File: src/rtl/seven_seg_pkg.sv
// Shared constants for the 7-segment scan controller: segment encodings,
// segment bit positions and the per-slot scan state.
package seven_seg_pkg;

    localparam int SEG_A = 6;
    localparam int SEG_B = 5;
    localparam int SEG_C = 4;
    localparam int SEG_D = 3;
    localparam int SEG_E = 2;
    localparam int SEG_F = 1;
    localparam int SEG_G = 0;

    // Active-high segment patterns for hex digits 0..F, bit6=A down to bit0=G.
    localparam logic [6:0] SEG_LUT [0:15] = '{
        7'h7E, 7'h30, 7'h6D, 7'h79, 7'h33, 7'h5B, 7'h5F, 7'h70,
        7'h7F, 7'h7B, 7'h77, 7'h1F, 7'h4E, 7'h3D, 7'h4F, 7'h47
    };

    typedef enum logic {
        BLANK = 1'b0,
        SHOW  = 1'b1
    } scan_state_e;

endpackage

File: src/rtl/seg7_hex_decode.sv
// Registered hex-nibble to 7-segment lookup; one clock of latency,
// output cleared by reset.
module seg7_hex_decode
    import seven_seg_pkg::*;
(
    input  logic       i_Clk,
    input  logic       i_Rst,
    input  logic [3:0] nibble,
    output logic [6:0] segments
);

    logic [6:0] seg_r;

    // Segment pattern register
    always_ff @(posedge i_Clk or posedge i_Rst) begin
        if (i_Rst) begin
            seg_r <= 7'h00;
        end else begin
            seg_r <= SEG_LUT[nibble];
        end
    end

    assign segments = seg_r;

endmodule

File: src/rtl/seven_seg_scan_ctrl.sv
// Time-multiplexed 7-segment scan controller with per-slot blanking and a
// frame-synchronous shadow register for the displayed values.
module seven_seg_scan_ctrl
    import seven_seg_pkg::*;
#(
    parameter int NUM_DIGITS     = 4,
    parameter int CLKS_PER_DIGIT = 25000,
    parameter int BLANK_CYCLES   = 2
) (
    input  logic                    i_Clk,
    input  logic                    i_Rst,
    input  logic [4*NUM_DIGITS-1:0] i_Digits,
    input  logic [NUM_DIGITS-1:0]   i_Digit_En,
    input  logic                    i_Load,
    output logic [6:0]              o_Segments,
    output logic [NUM_DIGITS-1:0]   o_Digit_Sel,
    output logic                    o_Frame_Done
);

    localparam int CNT_W = (CLKS_PER_DIGIT > 1) ? $clog2(CLKS_PER_DIGIT) : 1;
    localparam int IDX_W = $clog2(NUM_DIGITS);
    localparam int VAL_W = 4 * NUM_DIGITS;

    localparam logic [CNT_W-1:0]      CNT_LAST = CNT_W'(CLKS_PER_DIGIT - 1);
    localparam logic [CNT_W-1:0]      CNT_SHOW = CNT_W'(BLANK_CYCLES);
    localparam logic [CNT_W-1:0]      CNT_ZERO = {CNT_W{1'b0}};
    localparam logic [CNT_W-1:0]      CNT_ONE  = CNT_W'(1);
    localparam logic [IDX_W-1:0]      IDX_LAST = IDX_W'(NUM_DIGITS - 1);
    localparam logic [IDX_W-1:0]      IDX_ZERO = {IDX_W{1'b0}};
    localparam logic [IDX_W-1:0]      IDX_ONE  = IDX_W'(1);
    localparam logic [NUM_DIGITS-1:0] SEL_ONE  = {{(NUM_DIGITS-1){1'b0}}, 1'b1};
    localparam logic [NUM_DIGITS-1:0] SEL_NONE = {NUM_DIGITS{1'b0}};

    logic [CNT_W-1:0]      cnt_r;
    logic [IDX_W-1:0]      idx_r;
    scan_state_e           state_r;
    logic [VAL_W-1:0]      pend_val_r;
    logic [NUM_DIGITS-1:0] pend_en_r;
    logic                  pend_vld_r;
    logic [VAL_W-1:0]      act_val_r;
    logic [NUM_DIGITS-1:0] act_en_r;
    logic [NUM_DIGITS-1:0] sel_r;
    logic                  gate_r;
    logic                  frame_done_r;

    logic [CNT_W-1:0]      cnt_nxt_s;
    logic [IDX_W-1:0]      idx_nxt_s;
    scan_state_e           state_nxt_s;
    logic                  slot_end_s;
    logic                  frame_wrap_s;
    logic [VAL_W-1:0]      pend_val_nxt_s;
    logic [NUM_DIGITS-1:0] pend_en_nxt_s;
    logic                  pend_vld_nxt_s;
    logic [VAL_W-1:0]      act_val_nxt_s;
    logic [NUM_DIGITS-1:0] act_en_nxt_s;
    logic [NUM_DIGITS-1:0] sel_nxt_s;
    logic                  gate_nxt_s;
    logic                  frame_done_nxt_s;
    logic [3:0]            nibble_s;
    logic [6:0]            dec_seg_s;

    // Slot counter and digit index advance
    always_comb begin
        slot_end_s   = (cnt_r == CNT_LAST);
        frame_wrap_s = slot_end_s && (idx_r == IDX_LAST);
        cnt_nxt_s    = cnt_r + CNT_ONE;
        idx_nxt_s    = idx_r;
        if (slot_end_s) begin
            cnt_nxt_s = CNT_ZERO;
            if (idx_r == IDX_LAST) begin
                idx_nxt_s = IDX_ZERO;
            end else begin
                idx_nxt_s = idx_r + IDX_ONE;
            end
        end else begin
            idx_nxt_s = idx_r;
        end
    end

    // Per-slot BLANK/SHOW next-state
    always_comb begin
        state_nxt_s = state_r;
        case (state_r)
            BLANK: begin
                if (cnt_nxt_s == CNT_SHOW) begin
                    state_nxt_s = SHOW;
                end else begin
                    state_nxt_s = BLANK;
                end
            end
            SHOW: begin
                if (cnt_nxt_s == CNT_ZERO) begin
                    state_nxt_s = BLANK;
                end else begin
                    state_nxt_s = SHOW;
                end
            end
            default: state_nxt_s = BLANK;
        endcase
    end

    // Pending capture and frame-boundary commit; a load on the wrap edge bypasses pending
    always_comb begin
        pend_val_nxt_s = pend_val_r;
        pend_en_nxt_s  = pend_en_r;
        pend_vld_nxt_s = pend_vld_r;
        act_val_nxt_s  = act_val_r;
        act_en_nxt_s   = act_en_r;
        if (frame_wrap_s) begin
            if (i_Load) begin
                act_val_nxt_s  = i_Digits;
                act_en_nxt_s   = i_Digit_En;
                pend_vld_nxt_s = 1'b0;
            end else if (pend_vld_r) begin
                act_val_nxt_s  = pend_val_r;
                act_en_nxt_s   = pend_en_r;
                pend_vld_nxt_s = 1'b0;
            end else begin
                pend_vld_nxt_s = 1'b0;
            end
        end else if (i_Load) begin
            pend_val_nxt_s = i_Digits;
            pend_en_nxt_s  = i_Digit_En;
            pend_vld_nxt_s = 1'b1;
        end else begin
            pend_vld_nxt_s = pend_vld_r;
        end
    end

    // Next-cycle output values so the pins come straight from flops
    always_comb begin
        sel_nxt_s        = SEL_NONE;
        gate_nxt_s       = 1'b0;
        frame_done_nxt_s = (idx_nxt_s == IDX_LAST) && (cnt_nxt_s == CNT_LAST);
        if (state_nxt_s == SHOW) begin
            sel_nxt_s  = SEL_ONE << idx_nxt_s;
            gate_nxt_s = act_en_nxt_s[idx_nxt_s];
        end else begin
            sel_nxt_s  = SEL_NONE;
            gate_nxt_s = 1'b0;
        end
    end

    // Scan state, value registers and output registers
    always_ff @(posedge i_Clk or posedge i_Rst) begin
        if (i_Rst) begin
            cnt_r        <= CNT_ZERO;
            idx_r        <= IDX_ZERO;
            state_r      <= BLANK;
            pend_val_r   <= {VAL_W{1'b0}};
            pend_en_r    <= SEL_NONE;
            pend_vld_r   <= 1'b0;
            act_val_r    <= {VAL_W{1'b0}};
            act_en_r     <= SEL_NONE;
            sel_r        <= SEL_NONE;
            gate_r       <= 1'b0;
            frame_done_r <= 1'b0;
        end else begin
            cnt_r        <= cnt_nxt_s;
            idx_r        <= idx_nxt_s;
            state_r      <= state_nxt_s;
            pend_val_r   <= pend_val_nxt_s;
            pend_en_r    <= pend_en_nxt_s;
            pend_vld_r   <= pend_vld_nxt_s;
            act_val_r    <= act_val_nxt_s;
            act_en_r     <= act_en_nxt_s;
            sel_r        <= sel_nxt_s;
            gate_r       <= gate_nxt_s;
            frame_done_r <= frame_done_nxt_s;
        end
    end

    // The decoder tracks the current digit; BLANK_CYCLES hides its latency
    assign nibble_s = act_val_r[{idx_r, 2'b00} +: 4];

    seg7_hex_decode u_decode (
        .i_Clk    (i_Clk),
        .i_Rst    (i_Rst),
        .nibble   (nibble_s),
        .segments (dec_seg_s)
    );

    assign o_Segments   = gate_r ? dec_seg_s : 7'h00;
    assign o_Digit_Sel  = sel_r;
    assign o_Frame_Done = frame_done_r;

endmodule

File: config.mk
export PLATFORM = sky130hd
export DESIGN_NAME = seven_seg_scan_ctrl
export DESIGN_NICKNAME = d
export VERILOG_FILES = /design/src/rtl/seven_seg_pkg.sv /design/src/rtl/seg7_hex_decode.sv /design/src/rtl/seven_seg_scan_ctrl.sv
export SDC_FILE = /design/constraint.sdc
export NUM_CORES = 1
export LEC_CHECK = 0
export BUFFER_PORTS_ARGS = -buffer_cell sky130_fd_sc_hd__buf_4
export CAP_MARGIN = 10
export CORE_MARGIN = 2
export CORE_UTILIZATION = 53
export DETAILED_ROUTE_END_ITERATION = 6
export PLACE_DENSITY = 0.73
export SLEW_MARGIN = 10
export SYNTH_ARGS = -nofsm -noshare
export SYNTH_HDL_FRONTEND = slang
export SYNTH_SLANG_ARGS = --single-unit
File: constraint.sdc
create_clock -name i_Clk -period 3.15 [get_ports i_Clk]
set_input_delay 0.315 -clock i_Clk [delete_from_list [all_inputs] [get_ports i_Clk]]
set_output_delay 0.315 -clock i_Clk [all_outputs]
set_load 0.03 [all_outputs]
# Word level (Yosys, flattened, before mapping)
# Memory sizes are Yosys's and may differ from the RTL's. A register that Yosys moved wholly into a read port is not among the register bits.
# Cells that the tools add are included.
# Widths: inputs -> output; s select.
# totals
regBits	65
rom_bits	112
input_bits	23
output_inout_bits	12
wordCells	50
n_memories	1
# classes
n_addsub	2
magnitude_cmp	1
n_eq_ne	5
shift	2
n_mux	18
n_bitwise	3
n_reduce_logical	7
# memory_table
name	depth	width	rd	rd_clocked_by_memory_dff	wr	line_no	text
(no name shown)	16	7	1	1	0	seg7_hex_decode.sv:19	seg_r <= SEG_LUT[nibble];
# ops
operator	count
$mux 16	2
$eq 15x15->1 const B	2
$mux 4	4
$shiftx 16x5->4	1
$add 15x1->15 const B	1
$eq 15x2->1 const B	1
$logic_not 15->1	1
$mux 15	1
$mux 7	1
$mux 1	6
$not 4->5	1
$eq 2x2->1 const B	2
$mux 2	2
$reduce_and 2->1	2
$reduce_bool 2->1	2
$shl 1x2->4 const A	1
$lt 2x3->1 const B	1
$add 2x1->2 const B	1
$bmux 1 s2	1
$logic_and 1x1->1	2
$not 1->1	2
$pmux 1 s2	1

# Depth between registers and ports, before layout
# depth
word_depth	6
mapped_depth	9
mapped_depth_nobuf	8

# Cells and area by module
# A second synthesis with hierarchy kept.
# hier_totals
hier_cells	336
area_unflattened_um2	3708.6
# by_module_without_submodules
mod	n_inst	cells_each	area_each_um2	seq_area_each_um2
seven_seg_scan_ctrl	1	295	3241.9	1626.6
seg7_hex_decode	1	41	466.7	175.2

# Least setup slack after synthesis
# No wires, ideal clock.
# synth_timing
kind	register to register
start	register cnt_r[6]
end	register sel_r[1], in the netlist o_Digit_Sel[1]
setup_time_ps	105
arrival_time_ps	3019
t_required_ps	3045
path_slack_ps	26
stages_incl_launch_ff	9
synth_period_minus_slack_ps	3124
cell_sequence	dfrtp_1 -> buf_6 -> or4b_4 -> nor4_4 -> o22ai_1 -> a221oi_1 -> or3b_1 -> o41a_1 -> nor4b_1
# synth_via
elab_chain_len	6
elab_cells_between_ends	11
classes_between	1 x add/sub; 2 x eq/ne; 1 x shift; 6 x mux; 1 x reduce/logical
# synth_rtl
element	line_no	text
start, declared	seven_seg_scan_ctrl.sv:34	logic [CNT_W-1:0] cnt_r;
start signal, assigned	seven_seg_scan_ctrl.sv:159	cnt_r <= cnt_nxt_s;
$add 15x1->15 / $eq 15x15->1 (equally long branches)	seven_seg_scan_ctrl.sv:66, seven_seg_scan_ctrl.sv:64	
$mux 15	seven_seg_scan_ctrl.sv:68	if (slot_end_s) begin
$eq 15x2->1 / $logic_not 15->1 (equally long branches)	seven_seg_scan_ctrl.sv:85, seven_seg_scan_ctrl.sv:92	
$mux 1 (on tied branches)	seven_seg_scan_ctrl.sv:85, seven_seg_scan_ctrl.sv:92	
$pmux 1 s2	seven_seg_scan_ctrl.sv:83	case (state_r)
$mux 4 (*)	seven_seg_scan_ctrl.sv:135	if (state_nxt_s == SHOW) begin
named net sel_nxt_s[1]	seven_seg_scan_ctrl.sv:56	logic [NUM_DIGITS-1:0] sel_nxt_s;
end signal, assigned	seven_seg_scan_ctrl.sv:167	sel_r <= sel_nxt_s;
end, declared	seven_seg_scan_ctrl.sv:42	logic [NUM_DIGITS-1:0] sel_r;
# The timed path passes the listed nets; every way through them passes the cells marked *.
# A chain may end at the register's enable or synchronous reset.

# Worst setup path in the final report
# layout_timing
start	register cnt_r[6]
end	register sel_r[2], in the netlist o_Digit_Sel[2]
# layout_via
elab_chain_len	6
elab_cells_between_ends	11
classes_between	1 x add/sub; 2 x eq/ne; 1 x shift; 6 x mux; 1 x reduce/logical
# layout_rtl
element	line_no	text
$add 15x1->15 / $eq 15x15->1 (equally long branches)	seven_seg_scan_ctrl.sv:66, seven_seg_scan_ctrl.sv:64	
$mux 15 (*)	seven_seg_scan_ctrl.sv:68	
named net cnt_nxt_s[14]	seven_seg_scan_ctrl.sv:46	logic [CNT_W-1:0] cnt_nxt_s;
$eq 15x2->1 / $logic_not 15->1 (equally long branches)	seven_seg_scan_ctrl.sv:85, seven_seg_scan_ctrl.sv:92	
$mux 1 (on tied branches)	seven_seg_scan_ctrl.sv:85, seven_seg_scan_ctrl.sv:92	
$pmux 1 s2 (*)	seven_seg_scan_ctrl.sv:83	
$mux 4 (*)	seven_seg_scan_ctrl.sv:135	
named net sel_nxt_s[2]	seven_seg_scan_ctrl.sv:56	
# Marks and branches as above.

==> reports/results.tsv <==
metric	value	unit
startpoint class of the critical path	register	
Syn-to-layout area delta	18.1	%
FMAX	324	MHz
Bufs on Longest Clock Path	2	
CTS tree	built	
antenna violations before repair	0	
number of buffers created by CTS	9	
H-tree Lvls	3	
Post-route DRC	0	
first-pass GRT wire length	11700	um
Worst Path Arrival	3.32	ns
number of antenna diodes	0	
Sequential Power Share	0.522	
via count	2610	
post-synth top area cell	dfrtp_1	
Comb power frac	0.057	
fillers	541	
Distinct cells, synth	48	
CP cell instances	buf_6 -> or4b_4 -> nor4_4 -> buf_4 -> o21bai_1 -> o211ai_1 -> or2_4 -> o41a_1 -> nor4b_2	
syn_area_per_cell	10.8	um2
Clk Latency, worst-skew pair	0.34	ns
min cycle time layout	3.09	ns
synth warn	0	
DRT Wirelength	7020	um
most frequent cells after synthesis	72 x dfrtp_1, 30 x nand2_1, 23 x o21ai_0	
IO Pins	35	
top-area cell type share of the netlist area	0.491	
# rows	30	
P_int	1.44	mW
Final Non-Filler Cells	470	
cell total after placement	450	
gr ovfl total	0	
Max-Cap Viols	0	
Worst VDD drop	0.000350	V
actual slew at the worst max-slew pin	0.495	ns
Worst-path clk slew	0.08	ns
Clock Skew	0.0106	ns
post-synthesis sequential element count	72	
Die X	87.2	um
CP bufs+invs	2	
die area	7600	um2
clk sink count	72	
Die Span Y	87.2	um
relative slew slack	0.669	
nets@finish	420	
Setup Crit Path Kind	register to register	
crit-path leading delay family	simple AND/OR/NAND/NOR gates	
critical path required time	3.39	ns
Top FF cell, synth	dfrtp_1	
layout cell share with drive strength beyond 1	0.277	
final worst-path cycle share	0.980	
Clk network pwr share	0.421	
cell leakage power	1.93	nW
Hold WS	0.000627	ns
final slew viol count	0	
Worst Setup End Kind	register	
syn_nets	375	
wire per inst	14.9	um
largest net degree at the start of global routing	33	
gpl congestion	0.912	
CTS Root Cell	clkbuf_8	
Sw Pwr	0.405	mW
ranking of synthesized cells by area	dfrtp_1 49%, mux2_2 6.8%, mux2i_1 5.7%, ha_1 4.1%, o21ai_0 3.1%	
final hold vios	0	
DP HPWL	4910	um
Post-synth ARST share	1.00	
initial core utilization	0.543	
most common cell in the synthesized netlist	dfrtp_1	
Vias/cell	5.55	
sequential share of the synthesized area	0.491	
core box area	6760	um2
Max stage delay on crit path	0.53	ns
post-detailed-route count of antenna-violating nets	0	
crit-path max FO	9	
vias in the first global route	2436	
EDFF count, synth	0	
DRT iter0 DRCs	180	
final core utilization	0.641	
Pwr Density	425	nW/um2
sw frac	0.220	
gr usage total	0.200	
outcome	complete, no violations	
cell count after synthesis	340	
Port Buf Inserts	34	
Mapped Area	3670	um2
first-pass detailed-route iteration total	4	
Critical-path top delay cell	or4b_4	
Hold/Removal Path Class	input port to async pin	
final setup fails	0	
Power Total	1.84	mW
-- cells by family (layout without fill, tap and decap cells) --
family / Yosys count / in the layout / share of synthesized area
AOI/OAI and AO/OA: 45 / 45 / 0.0734
and+or+nand+nor: 121 / 121 / 0.182
adders and majority gates: 12 / 12 / 0.0409
DFF: 72 / 72 / 0.491
xor gates and xnor gates: 12 / 12 / 0.0287
muxes: 47 / 47 / 0.149
buffers and inverters: 31 / 81 / 0.0341
-- cells in the final DEF (no fill, tap or decap), drive strengths merged, types with 2 or more instances in the layout --
cell	synthesis	routed
mux2	22	22
clkinv	0	2
nand2b	2	2
xnor2	7	7
nor4b	2	2
buf	3	49
nor2	17	17
or2	5	5
ha	12	12
xor2	5	5
or4	3	3
nor3	5	5
nor2b	4	4
a22o	2	2
or3b	2	2
o21ai	23	23
mux2i	21	21
inv	16	16
or3	4	4
or4b	2	2
nor4	7	7
nand2	30	30
nand3	18	18
nand4	3	3
mux4	4	4
and2	11	11
clkbuf	12	12
dfrtp	72	72
and3	3	3
a21oi	10	10
-- timing repair --
action | 4_1_cts | 5_1_grt
endpoints found under the setup margin | 0 | 6
gates resized for setup | 0 | 11
buffers inserted | 0 | 4
hold buffers | 0 | 0
-- final timing paths --
path                                     from              endpoint  slack (ns)  cells past startpoint
worst max-delay path                 cnt_r[6]        o_Digit_Sel[2]        0.06                      9
worst min-delay path                    i_Rst  u_decode.segments[4]      0.0006                      2
worst max register to register       cnt_r[6]        o_Digit_Sel[2]        0.06                      9
worst min register to register  act_val_r[13]         act_val_r[13]        0.48                      2
max in group asynchronous               i_Rst              cnt_r[0]        2.41                      3
min in group i_Clk               i_Digits[12]        pend_val_r[12]        0.21                      2
-- sequential cells by signal (all words and copies together) (netlist names) --
name               flops
state_r                1
act_en_r               4
o_Frame_Done           1
idx_r                  2
u_decode.segments      7
cnt_r                 15
pend_en_r              4
o_Digit_Sel            4
gate_r                 1
pend_vld_r             1
pend_val_r            16
act_val_r             16
-- final cells by class --
type                            count  area, um2  area share
Clock inverter                      4       51.3      0.0118
Clock buffer                       12        165      0.0381
Tap cell                           80        100      0.0231
Multi-Input combinational cell    237       1780       0.411
Inverter                           16       60.1      0.0139
Timing Repair Buffer               49        372      0.0858
Sequential cell                    72       1800       0.416
-- layer usage --
metal  part of all wire  GRT usage
met1               0.48      0.293
met2               0.46      0.298
met3              0.046     0.0512
met4              0.012     0.0587
met5                  0          0
-- worst reg2reg max path, cell delays in order, from the launching register on --
cell	delay [ns]
dfrtp_1	0.40
buf_6	0.15
or4b_4	0.53
nor4_4	0.36
buf_4	0.17
o21bai_1	0.09
o211ai_1	0.18
or2_4	0.29
o41a_1	0.51
nor4b_2	0.31
-- power groups by stage --
| stage | logic, mW | clock network, mW | registers, mW |
|---|---|---|---|
| finish | 0.105 | 0.775 | 0.961 |
| global route | 0.119 | 0.843 | 0.963 |
| CTS | 0.108 | 0.799 | 0.960 |
| detailed placement | 0.108 | 0 | 0.979 |
| global placement | 0.105 | 0 | 0.977 |
| floorplan | 0.0667 | 0 | 0.976 |
-- per-stage QoR --
stage / area, um2 / setup TNS, ns / setup slack [ns]
detailed placement: 4040 / 0 / 0.0899
global placement: 4040 / 0 / 0.150
global route: 4330 / -0.0225 / -0.0219
CTS: 4260 / 0 / 0.0392
finish: 4330 / 0 / 0.0642
floorplan: 3670 / 0 / 0.0256
Power figures use the tool's default switching activity.
